===== config.mk =====
export PLATFORM = sky130hd
export DESIGN_NAME = multicycle_addsub_flat
export DESIGN_NICKNAME = d
export VERILOG_FILES = /design/src/rtl/multicycle_addsub_if.sv /design/src/rtl/multicycle_addsub.sv /design/src/flat_wrapper.sv
export SDC_FILE = /design/constraint.sdc
export NUM_CORES = 1
export LEC_CHECK = 0
export BUFFER_PORTS_ARGS = -buffer_cell sky130_fd_sc_hd__buf_4
export CORE_ASPECT_RATIO = 1.75
export CORE_UTILIZATION = 58
export DETAILED_ROUTE_END_ITERATION = 6
export HOLD_SLACK_MARGIN = 0.12
export PLACE_DENSITY = 0.86
export SLEW_MARGIN = 20
export SYNTH_ARGS = -nofsm -noshare
export SYNTH_HDL_FRONTEND = slang
export SYNTH_SLANG_ARGS = --single-unit

===== constraint.sdc =====
create_clock -name clk -period 7.77 [get_ports clk]
set_input_delay 0.777 -clock clk [delete_from_list [all_inputs] [get_ports clk]]
set_output_delay 0.777 -clock clk [all_outputs]
set_load 0.02 [all_outputs]

===== src/rtl/multicycle_addsub_if.sv =====
// -----------------------------------------------------------------------------
// multicycle_addsub_if
//   Request/response bundle for the multi-cycle adder/subtractor.
//   Request side : in_valid, in_ready, op, a, b
//   Response side: out_valid, out_ready, result, cout, borrow, zf, sf, of
//   master modport : the requester/consumer (drives the request, accepts results)
//   slave modport  : the adder/subtractor itself
// -----------------------------------------------------------------------------
interface multicycle_addsub_if #(
   parameter int WIDTH = 64
);
   logic             in_valid;
   logic             in_ready;
   logic             op;
   logic [WIDTH-1:0] a;
   logic [WIDTH-1:0] b;
   logic             out_valid;
   logic             out_ready;
   logic [WIDTH-1:0] result;
   logic             cout;
   logic             borrow;
   logic             zf;
   logic             sf;
   logic             of;

   modport master (
      output in_valid, op, a, b, out_ready,
      input  in_ready, out_valid, result, cout, borrow, zf, sf, of
   );

   modport slave (
      input  in_valid, op, a, b, out_ready,
      output in_ready, out_valid, result, cout, borrow, zf, sf, of
   );
endinterface


===== src/rtl/multicycle_addsub.sv =====
// -----------------------------------------------------------------------------
// multicycle_addsub
//   Multi-cycle two's-complement adder/subtractor for the execute stage.
//   Operands are added CHUNK bits per clock, LSB chunk first, with the carry
//   chained between chunks. Produces Y86 condition codes.
//
//   Optional feature macro: ADDSUB_CC_EN
//     defined   -> zf/sf/of are computed and registered with out_valid
//     undefined -> zf/sf/of are tied to 0, no flag logic
//
// Ports
//   clk    : clock, rising edge
//   rst_n  : synchronous active-low reset
//   bus    : slave side of multicycle_addsub_if
//            in_valid/in_ready/op/a/b         request handshake
//            out_valid/out_ready/result/...   response handshake + flags
// -----------------------------------------------------------------------------
module multicycle_addsub #(
   parameter int WIDTH = 64,
   parameter int CHUNK = 16
) (
   input  logic                 clk,
   input  logic                 rst_n,
   multicycle_addsub_if.slave   bus
);
   localparam int NCH   = WIDTH / CHUNK;
   localparam int CNT_W = (NCH > 1) ? $clog2(NCH) : 1;

   typedef enum logic [1:0] {IDLE = 2'd0, BUSY = 2'd1, DONE = 2'd2} state_t;

   state_t             state_q, state_d;
   logic [CNT_W-1:0]   cnt_q;
   logic               carry_q;
   logic               op_q;
   logic [WIDTH-1:0]   a_q;
   logic [WIDTH-1:0]   b_q;        // holds b, or ~b for subtract
   logic [WIDTH-1:0]   result_q;
   logic               out_valid_q;
   logic               cout_q;
   logic               borrow_q;

   logic               accept;
   logic               step;
   logic               last_chunk;
   logic               done_hs;
   logic [CHUNK:0]     chunk_sum;
   logic [WIDTH-1:0]   result_d;

   // ---------------- FSM: state register ----------------
   always_ff @(posedge clk) begin
      if (!rst_n) state_q <= IDLE;
      else        state_q <= state_d;
   end

   // ---------------- FSM: next state ----------------
   always_comb begin
      state_d = state_q;
      case (state_q)
         IDLE:    if (bus.in_valid)                  state_d = BUSY;
         BUSY:    if (cnt_q == CNT_W'(NCH - 1))      state_d = DONE;
         DONE:    if (bus.out_ready)                 state_d = IDLE;
         default:                                    state_d = IDLE;
      endcase
   end

   // ---------------- FSM: outputs / control strobes ----------------
   always_comb begin
      bus.in_ready = 1'b0;
      accept       = 1'b0;
      step         = 1'b0;
      last_chunk   = 1'b0;
      done_hs      = 1'b0;
      case (state_q)
         IDLE: begin
            bus.in_ready = 1'b1;
            accept       = bus.in_valid;
         end
         BUSY: begin
            step       = 1'b1;
            last_chunk = (cnt_q == CNT_W'(NCH - 1));
         end
         DONE:    done_hs = bus.out_ready;
         default: ;
      endcase
   end

   // One chunk of the ripple: current chunk of a and b' plus the chained carry.
   assign chunk_sum = {1'b0, a_q[cnt_q*CHUNK +: CHUNK]}
                    + {1'b0, b_q[cnt_q*CHUNK +: CHUNK]}
                    + {{CHUNK{1'b0}}, carry_q};

   // Result with the current chunk merged in; flags on the last chunk look at this.
   always_comb begin
      result_d                         = result_q;
      result_d[cnt_q*CHUNK +: CHUNK]   = chunk_sum[CHUNK-1:0];
   end

   // ---------------- operand capture (no reset needed) ----------------
   always_ff @(posedge clk) begin
      if (accept) begin
         a_q  <= bus.a;
         b_q  <= bus.b ^ {WIDTH{bus.op}};
         op_q <= bus.op;
      end
   end

   // ---------------- chunk datapath and response registers ----------------
   always_ff @(posedge clk) begin
      if (!rst_n) begin
         cnt_q       <= '0;
         carry_q     <= 1'b0;
         result_q    <= '0;
         out_valid_q <= 1'b0;
         cout_q      <= 1'b0;
         borrow_q    <= 1'b0;
      end else begin
         if (accept) begin
            cnt_q    <= '0;
            carry_q  <= bus.op;        // +1 completes the two's-complement of b
            result_q <= '0;            // untouched chunks read 0 while BUSY
         end else if (step) begin
            result_q <= result_d;
            carry_q  <= chunk_sum[CHUNK];
            if (last_chunk) begin
               cnt_q       <= '0;      // keeps the index in range for NCH==1
               cout_q      <= chunk_sum[CHUNK];
               borrow_q    <= op_q & ~chunk_sum[CHUNK];
               out_valid_q <= 1'b1;
            end else begin
               cnt_q <= cnt_q + 1'b1;
            end
         end else if (done_hs) begin
            out_valid_q <= 1'b0;
         end
      end
   end

`ifdef ADDSUB_CC_EN
   logic zf_q, sf_q, of_q;

   always_ff @(posedge clk) begin
      if (!rst_n) begin
         zf_q <= 1'b0;
         sf_q <= 1'b0;
         of_q <= 1'b0;
      end else if (step && last_chunk) begin
         zf_q <= (result_d == '0);
         sf_q <= result_d[WIDTH-1];
         // Overflow uses the captured b', so subtract is handled like add.
         of_q <= (a_q[WIDTH-1] == b_q[WIDTH-1]) && (result_d[WIDTH-1] != a_q[WIDTH-1]);
      end
   end

   assign bus.zf = zf_q;
   assign bus.sf = sf_q;
   assign bus.of = of_q;
`else
   assign bus.zf = 1'b0;
   assign bus.sf = 1'b0;
   assign bus.of = 1'b0;
`endif

   assign bus.out_valid = out_valid_q;
   assign bus.result    = result_q;
   assign bus.cout      = cout_q;
   assign bus.borrow    = borrow_q;

endmodule


===== src/flat_wrapper.sv =====
// flat-port wrapper written by rule: the top's interface ports become plain ports
module multicycle_addsub_flat 
#(
   parameter int WIDTH = 64,
   parameter int CHUNK = 16
)
  (clk, rst_n, bus_in_valid, bus_op, bus_a, bus_b, bus_out_ready, bus_in_ready, bus_out_valid, bus_result, bus_cout, bus_borrow, bus_zf, bus_sf, bus_of);
  multicycle_addsub_if #(.WIDTH(WIDTH)) bus_i ();
  input  logic clk;
  input  logic rst_n;
  input wire logic [$bits(bus_i.in_valid)-1:0] bus_in_valid;
  input wire logic [$bits(bus_i.op)-1:0] bus_op;
  input wire logic [$bits(bus_i.a)-1:0] bus_a;
  input wire logic [$bits(bus_i.b)-1:0] bus_b;
  input wire logic [$bits(bus_i.out_ready)-1:0] bus_out_ready;
  output wire logic [$bits(bus_i.in_ready)-1:0] bus_in_ready;
  output wire logic [$bits(bus_i.out_valid)-1:0] bus_out_valid;
  output wire logic [$bits(bus_i.result)-1:0] bus_result;
  output wire logic [$bits(bus_i.cout)-1:0] bus_cout;
  output wire logic [$bits(bus_i.borrow)-1:0] bus_borrow;
  output wire logic [$bits(bus_i.zf)-1:0] bus_zf;
  output wire logic [$bits(bus_i.sf)-1:0] bus_sf;
  output wire logic [$bits(bus_i.of)-1:0] bus_of;
  assign bus_i.in_valid = bus_in_valid;
  assign bus_i.op = bus_op;
  assign bus_i.a = bus_a;
  assign bus_i.b = bus_b;
  assign bus_i.out_ready = bus_out_ready;
  assign bus_in_ready = bus_i.in_ready;
  assign bus_out_valid = bus_i.out_valid;
  assign bus_result = bus_i.result;
  assign bus_cout = bus_i.cout;
  assign bus_borrow = bus_i.borrow;
  assign bus_zf = bus_i.zf;
  assign bus_sf = bus_i.sf;
  assign bus_of = bus_i.of;
  multicycle_addsub #(.WIDTH(WIDTH), .CHUNK(CHUNK)) u_core (.clk(clk), .rst_n(rst_n), .bus(bus_i));
endmodule

# Word level (Yosys, flattened, before mapping)
# Index checks and enable logic that the tools add are counted.
# totals
regBits	201
out_inout_bits	71
wordCells	53
# classes
add_sub_neg	4
n_eq_ne	7
shift	4
muxes	16
bitwise	5
n_reduce_logical	7
# ops
op	n
$shiftx 64x7->16	2
$bwmux 64	1
$shift 16x34->64 const A	1
$shiftx 16x34->64	1
$xor 64x64->64	1
$neg 6->34	1
$add 16x16->17	1
$add 17x1->17	1
$mux 1	10
$reduce_and 3->1	3
$mux 2	4
$ne 2x2->1 const B	3
$pmux 2 s3	1
$eq 2x2->1 const B	2
$reduce_bool 2->1	2
$not 1->1	3
$add 2x1->2 const B	1
$eq 2x1->1 const B	1
$logic_not 2->1	1
$ne 2x1->1 const B	1
$reduce_or 2->1	1
$and 1x1->1	1

# Logic depth before layout (Yosys ltp)
# logic_depth
word_depth	5
depth_mapped	11
depth_no_buf	9

# Worst setup path before layout
# OpenSTA, ideal clock, no wires.
# synth_timing
path_kind	register -> register
from	register u_core.cnt_q[0]
to	register u_core.result_q[10] (netlist: u_core.bus.result[10])
setup_time_ns	0.060
arrival_ns	3.455
required_ns	7.710
slack_ns	4.255
path_stages_with_launch	12
path_buffers	2
synth_period_minus_slack_ns	3.515
path_cell_list	dfxtp_1 -> buf_4 -> buf_2 -> mux4_2 -> fa_1 -> fa_1 -> a211oi_1 -> o2111ai_1 -> nand3_1 -> o31ai_1 -> a211oi_1 -> a22o_1
# synth_between
elab_chain_cells	5
# synth_rtl
item	line_no	text
from (decl)	multicycle_addsub.sv:32	logic [CNT_W-1:0] cnt_q;
from (signal assigned)	multicycle_addsub.sv:130	cnt_q <= cnt_q + 1'b1;
$shiftx 64x7->16 (on tied branches)	multicycle_addsub.sv:88, multicycle_addsub.sv:89	
$add 16x16->17	multicycle_addsub.sv:89	+ {1'b0, b_q[cnt_q*CHUNK +: CHUNK]}
$add 17x1->17	multicycle_addsub.sv:90	+ {{CHUNK{1'b0}}, carry_q};
$shiftx 16x34->64	multicycle_addsub.sv:95	result_d[cnt_q*CHUNK +: CHUNK] = chunk_sum[CHUNK-1:0];
$bwmux 64 *	multicycle_addsub.sv:95	
to (signal assigned)	multicycle_addsub.sv:122	result_q <= result_d;
to (decl)	multicycle_addsub.sv:37	logic [WIDTH-1:0] result_q;
# Mark *: on every way between the ends. The rest lies on a longest branch, timed or not.
# A chain may end at the register's enable or synchronous reset.

# Worst setup path after layout
# layout_timing
from	register u_core.cnt_q[1]
to	register u_core.result_q[26] (netlist: u_core.bus.result[26])
# The elaborated chain is that of the path after synthesis.

==> flow_summary.ini <==
[outcome]
status = finished, final reports clean

[worst_setup_path]
critical_path.endpoint_type = flip-flop
r2r_start = u_core.cnt_q[1]$_SDFFE_PP0P_
required_ps = 8200
cp.arrival_ps = 4320
r2r-end = u_core.bus.result[26]$_SDFFE_PP0P_
cp_max_fo = 37
path_class = reg2reg
rrSetupSlack_ps = 3870
critPathLaunchType = flip-flop
reg2regPathDepth = 9

[cells_and_area]
utilization_pct = 74.8
drive_gt1_share_pct = 33.3
diodes = 0
area_delta_synth_final_pct = 24.7
nets = 961
final_cells = 997

[drt]
wl_per_cell_um = 19.6
drt_iter0_drc = 314
drc = 0
routed_wl_mm = 19.5
viasPerCell = 5.85
ant_nets = 0
drt_pass1_iterations = 5
vias = 5834

[min_path]
hold_path_depth = 2
hp-class = reg2reg
worstHoldStart = u_core.bus.result[55]$_SDFFE_PP0P_
hold_end = u_core.bus.result[55]$_SDFFE_PP0P_

[cts]
cts_sinks = 201
htreeDepth = 1
post_cts_resized = 0
worstSkewPairLatency_ps = 480
clockBufferDepth = 3
clk_pin_slew_ps = 70
cts-buffers-inserted = 18
root_buffer = clkbuf_16
postCtsSetupRepairBufs = 0
hold_buffers = 0
cts_tree = yes

[floorplan]
initial_utilization_pct = 60.0
die_area_mm2 = 0.0155
io_pins = 204
die_w_um = 94.6
rows = 58
core_mm2 = 0.0145
die-height_um = 164

[sta]
relSlewSlack_pct = 35.0
post-route-period-util_pct = 50.2
setup_violations = 0
final.setup.tns_ps = 0
tightest_slew_ps = 975
fmax_mhz = 257
setup_slack_ps = 3870
drv_slew = 0
fin_skew_ps = 12.7
period_needed_ps = 3900
rsz0062_at_grt = false
finalHoldViolations = 0

[place]
dp.cells = 965
place_congestion = 0.899
dpl.hpwl_mm = 14.3
post-place-ws_ps = 3930
portBuffers = 200

[synth]
synth_edf_count = 129
yosys.area.top_type = edfxtp_1
post-synth-top-count-cell = edfxtp_1
syn_area_per_cell_um2 = 14.1
synth_commonest_cells = 129 x edfxtp_1, 72 x dfxtp_1, 66 x xor2_1, 34 x nor2_1, 32 x mux4_2
yosys.cell_types.count = 59
netlist_top_cells_area = edfxtp_1 44%, dfxtp_1 17%, mux4_2 8.3%, xor2_1 6.6%, ha_1 3.0%
synth_area_mm2 = 0.00871
yosysWarnings = 0
yosysTopAreaCellShare_pct = 44.5
ys_seq_area_share_pct = 61.0
synth-main-ff-cell = edfxtp_1
yosys_register_bits = 201
ys_async_sr_fraction_pct = 0
synth_cells = 619

[global_route]
grt_max_degree = 81
overflow = 0
grt_pass1_wl_mm = 30.1
grt_pass1_vias = 5940
grtUsageTotal_pct = 25.5
antenna_found_initial = 0

[run]
cap_violations = 0

[pwr]
p_leak_nw = 4.27
ir_drop_v = 0.000211
finalPower_mw = 2.51
powerDensity_mw_per_mm2 = 231
-- cells in the final DEF (no fill, tap or decap), types with 2 or more instances in the layout --
cell,n
ha_1,21
dfxtp_2,2
nor2_1,34
o21a_1,4
clkbuf_16,21
a21o_1,2
nand2_1,31
inv_1,14
a21oi_1,26
dfxtp_1,70
edfxtp_1,129
conb_1,3
nor2b_1,5
nor3b_1,3
mux4_2,32
nand2b_1,2
nor3_1,10
a221o_2,3
xnor2_1,8
fa_1,2
a221o_1,2
a22o_1,28
a32o_1,4
o21ai_1,2
nand3_1,7
buf_4,202
xor2_1,66
clkbuf_1,5
o21ai_0,20
nand4_1,2
a22oi_1,20
and2_1,7
o21bai_1,2
a211oi_1,2
o31ai_1,2
-- critical path, cell delays in order, from the launching register on --
cell	delay, ps
dfxtp_2	890
mux4_2	430
fa_1	440
fa_1	450
a211oi_1	320
o2111ai_1	340
nand3_1	190
o31ai_1	90
a211oi_1	450
a22o_1	230
-- cell type report --
cell class                 instances  area [um2]
sequential                       201        5320
clock inverter                     5        20.0
timing repair buffer             202        1520
tap                              180         225
inverter                          10        37.5
multi-input combinational        372        3180
fill                             931        3660
clock buffer                      27         558
-- kinds of logic (layout without fill, tap and decap cells) --
logic type      after synthesis  in the layout  synth area share, %
flops                       201            201                 61.0
compound gates              129            129                 10.7
simple gates                109            109                 6.18
xor+xnor                     74             74                 7.44
buf+inv                      48            244                 2.53
mux                          34             34                 8.56
fa+ha+maj                    23             23                 3.48
other cells                   1              3               0.0431
-- sequential cells by signal, indices dropped and copies added, names as in the netlist, 2 cells and up --
register / count
u_core.a_q: 64
u_core.b_q: 64
u_core.bus.result: 64
u_core.cnt_q: 2
u_core.state_q: 2
-- how the worst max path moves through the flow --
stage,start,to,slack (ps)
floorplan,u_core.cnt_q[0]$_SDFFE_PP0P_,u_core.bus.result[10]$_SDFFE_PP0P_,4260
global placement,u_core.cnt_q[1]$_SDFFE_PP0P_,u_core.bus.result[26]$_SDFFE_PP0P_,4070
detailed placement,u_core.cnt_q[1]$_SDFFE_PP0P_,u_core.bus.result[26]$_SDFFE_PP0P_,3930
CTS,u_core.cnt_q[1]$_SDFFE_PP0P_,u_core.bus.result[26]$_SDFFE_PP0P_,3870
global route,u_core.cnt_q[1]$_SDFFE_PP0P_,u_core.bus.result[26]$_SDFFE_PP0P_,3570
finish,u_core.cnt_q[1]$_SDFFE_PP0P_,u_core.bus.result[26]$_SDFFE_PP0P_,3870
-- power by group --
group / leakage (nW) / internal [mW] / switching [mW]
combinational: 2.15 / 0.172 / 0.243
clock: 0.297 / 0.497 / 0.366
sequential: 1.82 / 1.21 / 0.0237
-- through the flow --
step / hold WS, ps / instance area (um2)
after floorplan: 462 / 8720
final: 462 / 10900
after detailed placement: 448 / 10300
after global routing: 455 / 10900
after global placement: 440 / 10300
after CTS: 454 / 10900
-- layer usage --
layer,global-route usage [%],routed length [um]
met1,30.0,7010
met2,45.5,10700
met3,3.94,1140
met4,10.9,684
met5,0,0
Power figures use the tool's default switching activity.
